$ cat src/rtl/alu_issue_buffer.sv
// alu_issue_buffer: two-entry in-order issue buffer sitting in front of an ALU.
// Entries (operands, select, destination tag) are accepted with a valid/ready
// handshake and presented oldest-first. Every output comes straight from a flop,
// so out_ready never reaches in_ready combinationally.
// Optional feature: define ALU_ISSUE_BUFFER_SELCHK_EN to add the sticky
// illegal_op flag, which records any accepted entry with an unsupported select.
module alu_issue_buffer #(
  parameter int N = 32
) (
  input  logic         clk,
  input  logic         rst,
  input  logic         flush,
  input  logic         in_valid,
  output logic         in_ready,
  input  logic [N-1:0] in_a,
  input  logic [N-1:0] in_b,
  input  logic [3:0]   in_sel,
  input  logic [4:0]   in_rd,
  output logic         out_valid,
  input  logic         out_ready,
  output logic [N-1:0] out_a,
  output logic [N-1:0] out_b,
  output logic [3:0]   out_sel,
  output logic [4:0]   out_rd,
`ifdef ALU_ISSUE_BUFFER_SELCHK_EN
  output logic         illegal_op,
`endif
  output logic [1:0]   count
);

  typedef enum logic [1:0] {
    EMPTY = 2'd0,
    ONE   = 2'd1,
    FULL  = 2'd2
  } state_t;

  state_t       state;
  state_t       next_state;
  logic [1:0]   next_count;
  logic         next_in_ready;
  logic         next_out_valid;

  logic         in_ready_r;
  logic         out_valid_r;
  logic [1:0]   count_r;

  logic [N-1:0] head_a;
  logic [N-1:0] head_b;
  logic [3:0]   head_sel;
  logic [4:0]   head_rd;
  logic [N-1:0] tail_a;
  logic [N-1:0] tail_b;
  logic [3:0]   tail_sel;
  logic [4:0]   tail_rd;

  logic         accept;
  logic         consume;

  assign accept  = in_valid & in_ready_r;
  assign consume = out_valid_r & out_ready;

  // Next occupancy state; flush beats every handshake, and FULL never accepts.
  always_comb begin
    next_state = state;
    if (flush) begin
      next_state = EMPTY;
    end else begin
      case (state)
        EMPTY:   if (accept) next_state = ONE;
        ONE: begin
          if (accept && !consume)      next_state = FULL;
          else if (!accept && consume) next_state = EMPTY;
        end
        FULL:    if (consume) next_state = ONE;
        default: next_state = EMPTY;
      endcase
    end
  end

  // Registered handshake/status values derived from the upcoming state.
  always_comb begin
    next_in_ready  = (next_state != FULL);
    next_out_valid = (next_state != EMPTY);
    case (next_state)
      EMPTY:   next_count = 2'd0;
      ONE:     next_count = 2'd1;
      FULL:    next_count = 2'd2;
      default: next_count = 2'd0;
    endcase
  end

  // State, status flops and the two payload slots; head is always the oldest.
  always_ff @(posedge clk) begin
    if (rst) begin
      state       <= EMPTY;
      count_r     <= 2'd0;
      in_ready_r  <= 1'b1;
      out_valid_r <= 1'b0;
      head_a      <= '0;
      head_b      <= '0;
      head_sel    <= '0;
      head_rd     <= '0;
      tail_a      <= '0;
      tail_b      <= '0;
      tail_sel    <= '0;
      tail_rd     <= '0;
    end else begin
      state       <= next_state;
      count_r     <= next_count;
      in_ready_r  <= next_in_ready;
      out_valid_r <= next_out_valid;
      if (!flush) begin
        case (state)
          EMPTY: begin
            if (accept) begin
              head_a   <= in_a;
              head_b   <= in_b;
              head_sel <= in_sel;
              head_rd  <= in_rd;
            end
          end
          ONE: begin
            if (accept && consume) begin
              head_a   <= in_a;
              head_b   <= in_b;
              head_sel <= in_sel;
              head_rd  <= in_rd;
            end else if (accept) begin
              tail_a   <= in_a;
              tail_b   <= in_b;
              tail_sel <= in_sel;
              tail_rd  <= in_rd;
            end
          end
          FULL: begin
            if (consume) begin
              head_a   <= tail_a;
              head_b   <= tail_b;
              head_sel <= tail_sel;
              head_rd  <= tail_rd;
            end
          end
          default: ;
        endcase
      end
    end
  end

`ifdef ALU_ISSUE_BUFFER_SELCHK_EN
  logic illegal_r;
  logic sel_legal;

  assign sel_legal = (in_sel == 4'b0000) || (in_sel == 4'b0001) ||
                     (in_sel == 4'b0010) || (in_sel == 4'b0110);

  // Sticky flag for unsupported selects; only reset clears it, flush does not.
  always_ff @(posedge clk) begin
    if (rst)                      illegal_r <= 1'b0;
    else if (accept && !sel_legal) illegal_r <= 1'b1;
  end

  assign illegal_op = illegal_r;
`endif

  assign in_ready  = in_ready_r;
  assign out_valid = out_valid_r;
  assign count     = count_r;
  assign out_a     = head_a;
  assign out_b     = head_b;
  assign out_sel   = head_sel;
  assign out_rd    = head_rd;

endmodule

$ cat config.mk
export PLATFORM = sky130hd
export DESIGN_NAME = alu_issue_buffer
export DESIGN_NICKNAME = d
export VERILOG_FILES = /design/src/rtl/alu_issue_buffer.sv
export SDC_FILE = /design/constraint.sdc
export NUM_CORES = 1
export LEC_CHECK = 0
export BUFFER_PORTS_ARGS = -buffer_cell sky130_fd_sc_hd__buf_2
export CAP_MARGIN = 20
export CORE_MARGIN = 4
export CORE_UTILIZATION = 53
export CTS_CLUSTER_DIAMETER = 40
export DETAILED_ROUTE_END_ITERATION = 10
export PLACE_DENSITY = 0.8
export SYNTH_ARGS = -nofsm -noshare
export SYNTH_HDL_FRONTEND = slang
export SYNTH_SLANG_ARGS = --single-unit
$ cat constraint.sdc
create_clock -name clk -period 1.8 [get_ports clk]
set_input_delay 0 -clock clk [delete_from_list [all_inputs] [get_ports clk]]
set_output_delay 0 -clock clk [all_outputs]
set_load 0.1 [all_outputs]
# Word level (Yosys, flattened, before mapping)
# Cells that the tools add are included.
dict set report op_classes {
  n_eq_ne 8
  mux 23
  reduce_logical 10
  bitwise_logic 4
}
# operator count
set op_table {}
lappend op_table {{32-bit two-way mux} 6}
lappend op_table {{32-bit one-hot mux with 3 select lines} 2}
lappend op_table {{5-bit two-way mux} 3}
lappend op_table {{5-bit one-hot mux with 3 select lines} 1}
lappend op_table {{4-bit two-way mux} 3}
lappend op_table {{4-bit one-hot mux with 3 select lines} 1}
lappend op_table {{2-bit two-way mux} 5}
lappend op_table {{2-bit inequality test (second input constant)} 4}
lappend op_table {{2-bit one-hot mux with 3 select lines} 1}
lappend op_table {{5-bit AND reduction} 1}
lappend op_table {{2-bit by 1-bit == test with 1-bit output (second input constant)} 2}
lappend op_table {{2-bit == test (second input constant)} 2}
lappend op_table {{2-bit one-hot mux with 2 select lines} 1}
lappend op_table {{4-bit AND reduction} 1}
lappend op_table {{1-bit logical AND} 3}
lappend op_table {{3-bit nonzero test} 1}
lappend op_table {{1-bit AND} 2}
lappend op_table {{1-bit logical NOT} 2}
lappend op_table {{2-bit logical NOT} 1}
lappend op_table {{1-bit NOT} 2}
lappend op_table {{2-bit nonzero test} 1}
dict set report word_totals {
  input_bits 78
  ff_bits 152
  wordCells 57
  output_inout_bits 77
}

# Longest topological paths before layout
dict set report logic_depth {
  word_depth 9
  depth_mapped 7
  depth_no_buf 4
}

# Worst setup path before layout
# OpenSTA, ideal clock, no wires.
dict set report synth_path {
  path_kind {register -> register}
  from {register in_ready_r (netlist: in_ready)}
  to {register tail_a[31]}
  required_time_ns 1.668
  synth_period_minus_slack_ns 2.356
  arrival_time_ns 2.224
  setup_ns 0.132
  stages_incl_launch_ff 7
  path_buffers 2
  slack_ns -0.556
  path_cell_list {dfxtp_1 nand2_1 or4_1 clkbuf_1 buf_2 nand2_1 a21oi_1}
}
dict set report synth_via {
  elab_chain_cells 4
}
# element line_no
set synth_lines {}
lappend synth_lines {{start: declaration} 43} ;# logic in_ready_r;
lappend synth_lines {{start signal: assignment} 110} ;# in_ready_r <= next_in_ready;
lappend synth_lines {{1-bit AND (*)} 59} ;# assign accept = in_valid & in_ready_r;
lappend synth_lines {{1-bit logical AND} 123} ;# if (accept && consume) begin
lappend synth_lines {{1-bit NOT (no line)} -}
lappend synth_lines {{4-bit AND reduction (no line) (*)} -}
lappend synth_lines {{end signal: assignment} 129} ;# tail_a <= in_a;
lappend synth_lines {{end: declaration} 51} ;# logic [N-1:0] tail_a;
# Every way passes the cells marked *; elsewhere a longest branch is shown, timed or not.
# A chain may end at the register's enable or synchronous reset.

# Final worst setup path
dict set report layout_path {
  from {register state[1]}
  to {register tail_b[3]}
}
dict set report layout_via {
  elab_chain_cells 2
}
# element line_no
set layout_lines {}
lappend layout_lines {{start: declaration} 37} ;# state_t state;
lappend layout_lines {{start signal: assignment} 108} ;# state <= next_state;
lappend layout_lines {{2-bit by 1-bit == test with 1-bit output} 113} ;# case (state)
lappend layout_lines {{4-bit AND reduction (no line)} -}
lappend layout_lines {{end signal: assignment} 130} ;# tail_b <= in_b;
lappend layout_lines {{end: declaration} 52} ;# logic [N-1:0] tail_b;
# Every way passes these cells.

==> key figures <==
Job
  – MaxCap Viol Count: 0

Timing
  – Endpoints failing setup: 0
  – Max Slew Vio Count: 0
  – Fmax: 0.5767 GHz
  – Setup tns final: 0 ns
  – Final worst path period share: 96.34%
  – Worst slew pin tran: 0.6541 ns
  – Worst clock skew: 0.007317 ns
  – Crit path time final: 1.734 ns
  – Worst-case headroom to the max-slew limit: 56.39%
  – RSZ-0062 raised after global routing: no
  – Fin. Hold Viols: 0

Min path
  – Hold endpoint: state[1]$_SDFF_PP0_
  – Worst Hold Class: in2reg
  – Hold path depth: 4
  – Hold Path Origin: out_ready

Synthesis
  – Synth top cells by count: 152 x dfxtp_1, 149 x nand2_1, 75 x nor2_1
  – Share of flip-flops with an asynchronous set or reset: 0%
  – Post-synth top area cell: dfxtp_1
  – Most common cell in the netlist: dfxtp_1
  – Netlist cell types: 23
  – Gate Count Post-Synth: 669
  – Post-synth EDFFs: 0
  – Warnings from Yosys: 0
  – Synth top area share: 50.23%
  – Cell area after synthesis: 6058 sq um
  – Synth area leaders: dfxtp_1 50%, mux2i_1 12%, nand2_1 9.2%
  – Sequential area share after synthesis: 50.23%
  – Syn nets: 747
  – Ys flop type: dfxtp_1
  – Syn_area_per_cell: 9.056 sq um
  – FF+latch count, synth: 152

Worst setup path
  – R2R Path End: tail_b[3]$_SDFFE_PP0P_
  – Worst Path Required: 2.14 ns
  – R2R Setup Slk: 0.07 ns
  – CP max stage cell: dfxtp_2
  – Worst path most repeated cell: buf_4
  – Worst-path cell chain: nand2b_1, buf_4, nor4_4, buf_4, buf_4, nand2_1, a21oi_1
  – R2R cell count: 7
  – Slowest stage delay, CP: 0.36 ns
  – Crit Path Max Fanout: 21
  – WP data arrival: 2.07 ns
  – Crit Path Category: reg2reg
  – Reg2reg start: state[1]$_SDFF_PP0_
  – Setup crit end kind: register
  – Critical Path Start Type: register

Detailed routing
  – Metal3 WL: 787 um
  – Total number of vias: 5572
  – Wirelength per Cell: 15.73 um
  – 1st-iter DRT viols: 351
  – # DRC: 0
  – Post-route ant nets: 0
  – Wire length on met2: 8396 um
  – Via/cell ratio: 5.378
  – Met1 WL: 6755 um
  – DRT Pass-1 Iters: 5
  – Top Layer Used: met4
  – Final WL: 16300 um

Power
  – VDD IR max: 0.0007321 V
  – P_leak: 0.003829 uW
  – Pwr/cell area: 1038 nW/um^2

Cells and area
  – ANT cells: 0
  – Post-layout util: 75.66%
  – Area grow syn2layout: 37.75%
  – Fill cells: 745
  – Area occupied by multi-input gates: 2743 sq um
  – # nets final: 963
  – Layout cells sized above 1: 26.23%
  – FF+latch area: 3052 sq um

Run status
  – Status: finished clean

Clock tree
  – Max Buffers Root-to-Sink: 2
  – Clock sinks: 152
  – Clock transition at the registers of the reported paths: 0.06 ns
  – Clk root buf: clkbuf_16
  – CTS Buf Count: 17
  – H-tree Lvls: 4
  – Skew-Pair Late Insertion Delay: 0.42 ns
  – CTS tree: built

Floorplan
  – Ports: 155
  – FP Rows: 38
  – Die width: 114.9 um
  – Die Ht: 114.9 um
  – Starting Density: 54.92%
  – Die ar.: 13210 sq um
  – Core area: 11030 sq um

Placement
  – Dpl hpwl: 9843 um
  – Gpl congestion: 0.7588
  – PortBufs: 154

GRT
  – Remaining Overflow, GRT: 0
  – Vias in the first global route: 5403
  – Initial antenna violation count: 0
  – Total track usage: 24.39%
  – Global-route wire length before repair: 25930 um
  – Largest net degree at the start of global routing: 76
## sequential cells by signal, indices dropped and copies added, names as in the netlist, 4 cells and up
register and flops:
out_a 32, out_b 32, tail_a 32, tail_b 32, out_rd 5, tail_rd 5
out_sel 4, tail_sel 4
## power breakdown
part	total, uW	internal [uW]	switching [uW]	leakage, uW
Combinational	1930	497	1440	0.00233
Clock	3120	1850	1270	0.000254
Sequential	3610	3520	83.4	0.00124
## worst max-delay path by stage
| stage | startpoint | endpoint | slack (ns) | cells after the start |
|---|---|---|---|---|
| finish | state[1]$_SDFF_PP0_ | tail_b[3]$_SDFFE_PP0P_ | 0.07 | 7 |
| global route | state[0]$_SDFF_PP0_ | out_rd[2]$_SDFFE_PP0P_ | 0.02 | 6 |
| CTS | state[1]$_SDFF_PP0_ | out_b[20]$_SDFFE_PP0P_ | 0.007 | 6 |
| detailed placement | state[1]$_SDFF_PP0_ | out_b[20]$_SDFFE_PP0P_ | 0.03 | 6 |
| global placement | out_valid$_SDFF_PP0_ | tail_a[3]$_SDFFE_PP0P_ | 0.09 | 5 |
| floorplan | in_ready$_SDFF_PP1_ | tail_a[31]$_SDFFE_PP0P_ | 0.009 | 6 |
## per-layer routing
layer  vias up  GRT usage [%]
li1       2726              -
met3        27          5.053
met5         -              0
met1      2661          28.43
met4         0          9.937
met2       158          43.52
## cell families after synthesis
logic type	Yosys count	synth area share, %
muxes	73	12.06
and+or+nand+nor	234	15.30
AOI/OAI and AO/OA	151	16.56
DFF	152	50.23
buffers and inverters	59	5.845
## stage by stage
stage | cells | worst slack (ns) | total power, uW | cell area, sq um | hold slack (ns)
after CTS | 1030 | 0.007082 | 8629 | 8217 | 0.02581
after floorplan | 669 | 0.008977 | 5051 | 6066 | 0.1360
after global routing | 1036 | 0.01813 | 8968 | 8346 | 0.04901
after detailed placement | 926 | 0.02769 | 5418 | 6967 | 0.2596
after global placement | 926 | 0.08813 | 5378 | 6967 | 0.2517
final | 1036 | 0.06596 | 8659 | 8346 | 0.03711
## worst max-delay path, delay by kind of cell (launching register included)
kind	cells	cell delay, ns
AO/OA/AOI/OAI	1	0.16
buffers and inverters	3	0.61
flip-flops	1	0.36
AND/OR/NAND/NOR	3	0.52
## final cells by class
class | instances | share of cell area, %
clock buffer | 26 | 5.862
sequential | 152 | 36.57
multi-input combinational | 458 | 32.86
clock inverter | 4 | 0.2399
timing repair buffer | 255 | 22.32
inverter | 1 | 0.04498
tap | 140 | 2.099
## placed cells by master (no fill, tap or decap), types with 2 or more instances in the layout
cell and count:
clkbuf_16 18, clkbuf_1 6, buf_12 10, clkbuf_8 3
a211oi_1 53, buf_4 16, a21oi_1 73, mux2i_1 73
clkinv_2 4, buf_2 153, dfxtp_1 149, dfxtp_4 2
dlygate4sd3_1 74, nor2_1 75, a211oi_2 21, nand2_1 149
nor4b_1 2
## timing repair
item,CTS,global route
endpoints found under the setup margin,0,58
setup buffers,0,5
hold endpoints to repair,149,0
hold buffers,74,0
gates resized for setup,0,15
Power figures use the tool's default switching activity.
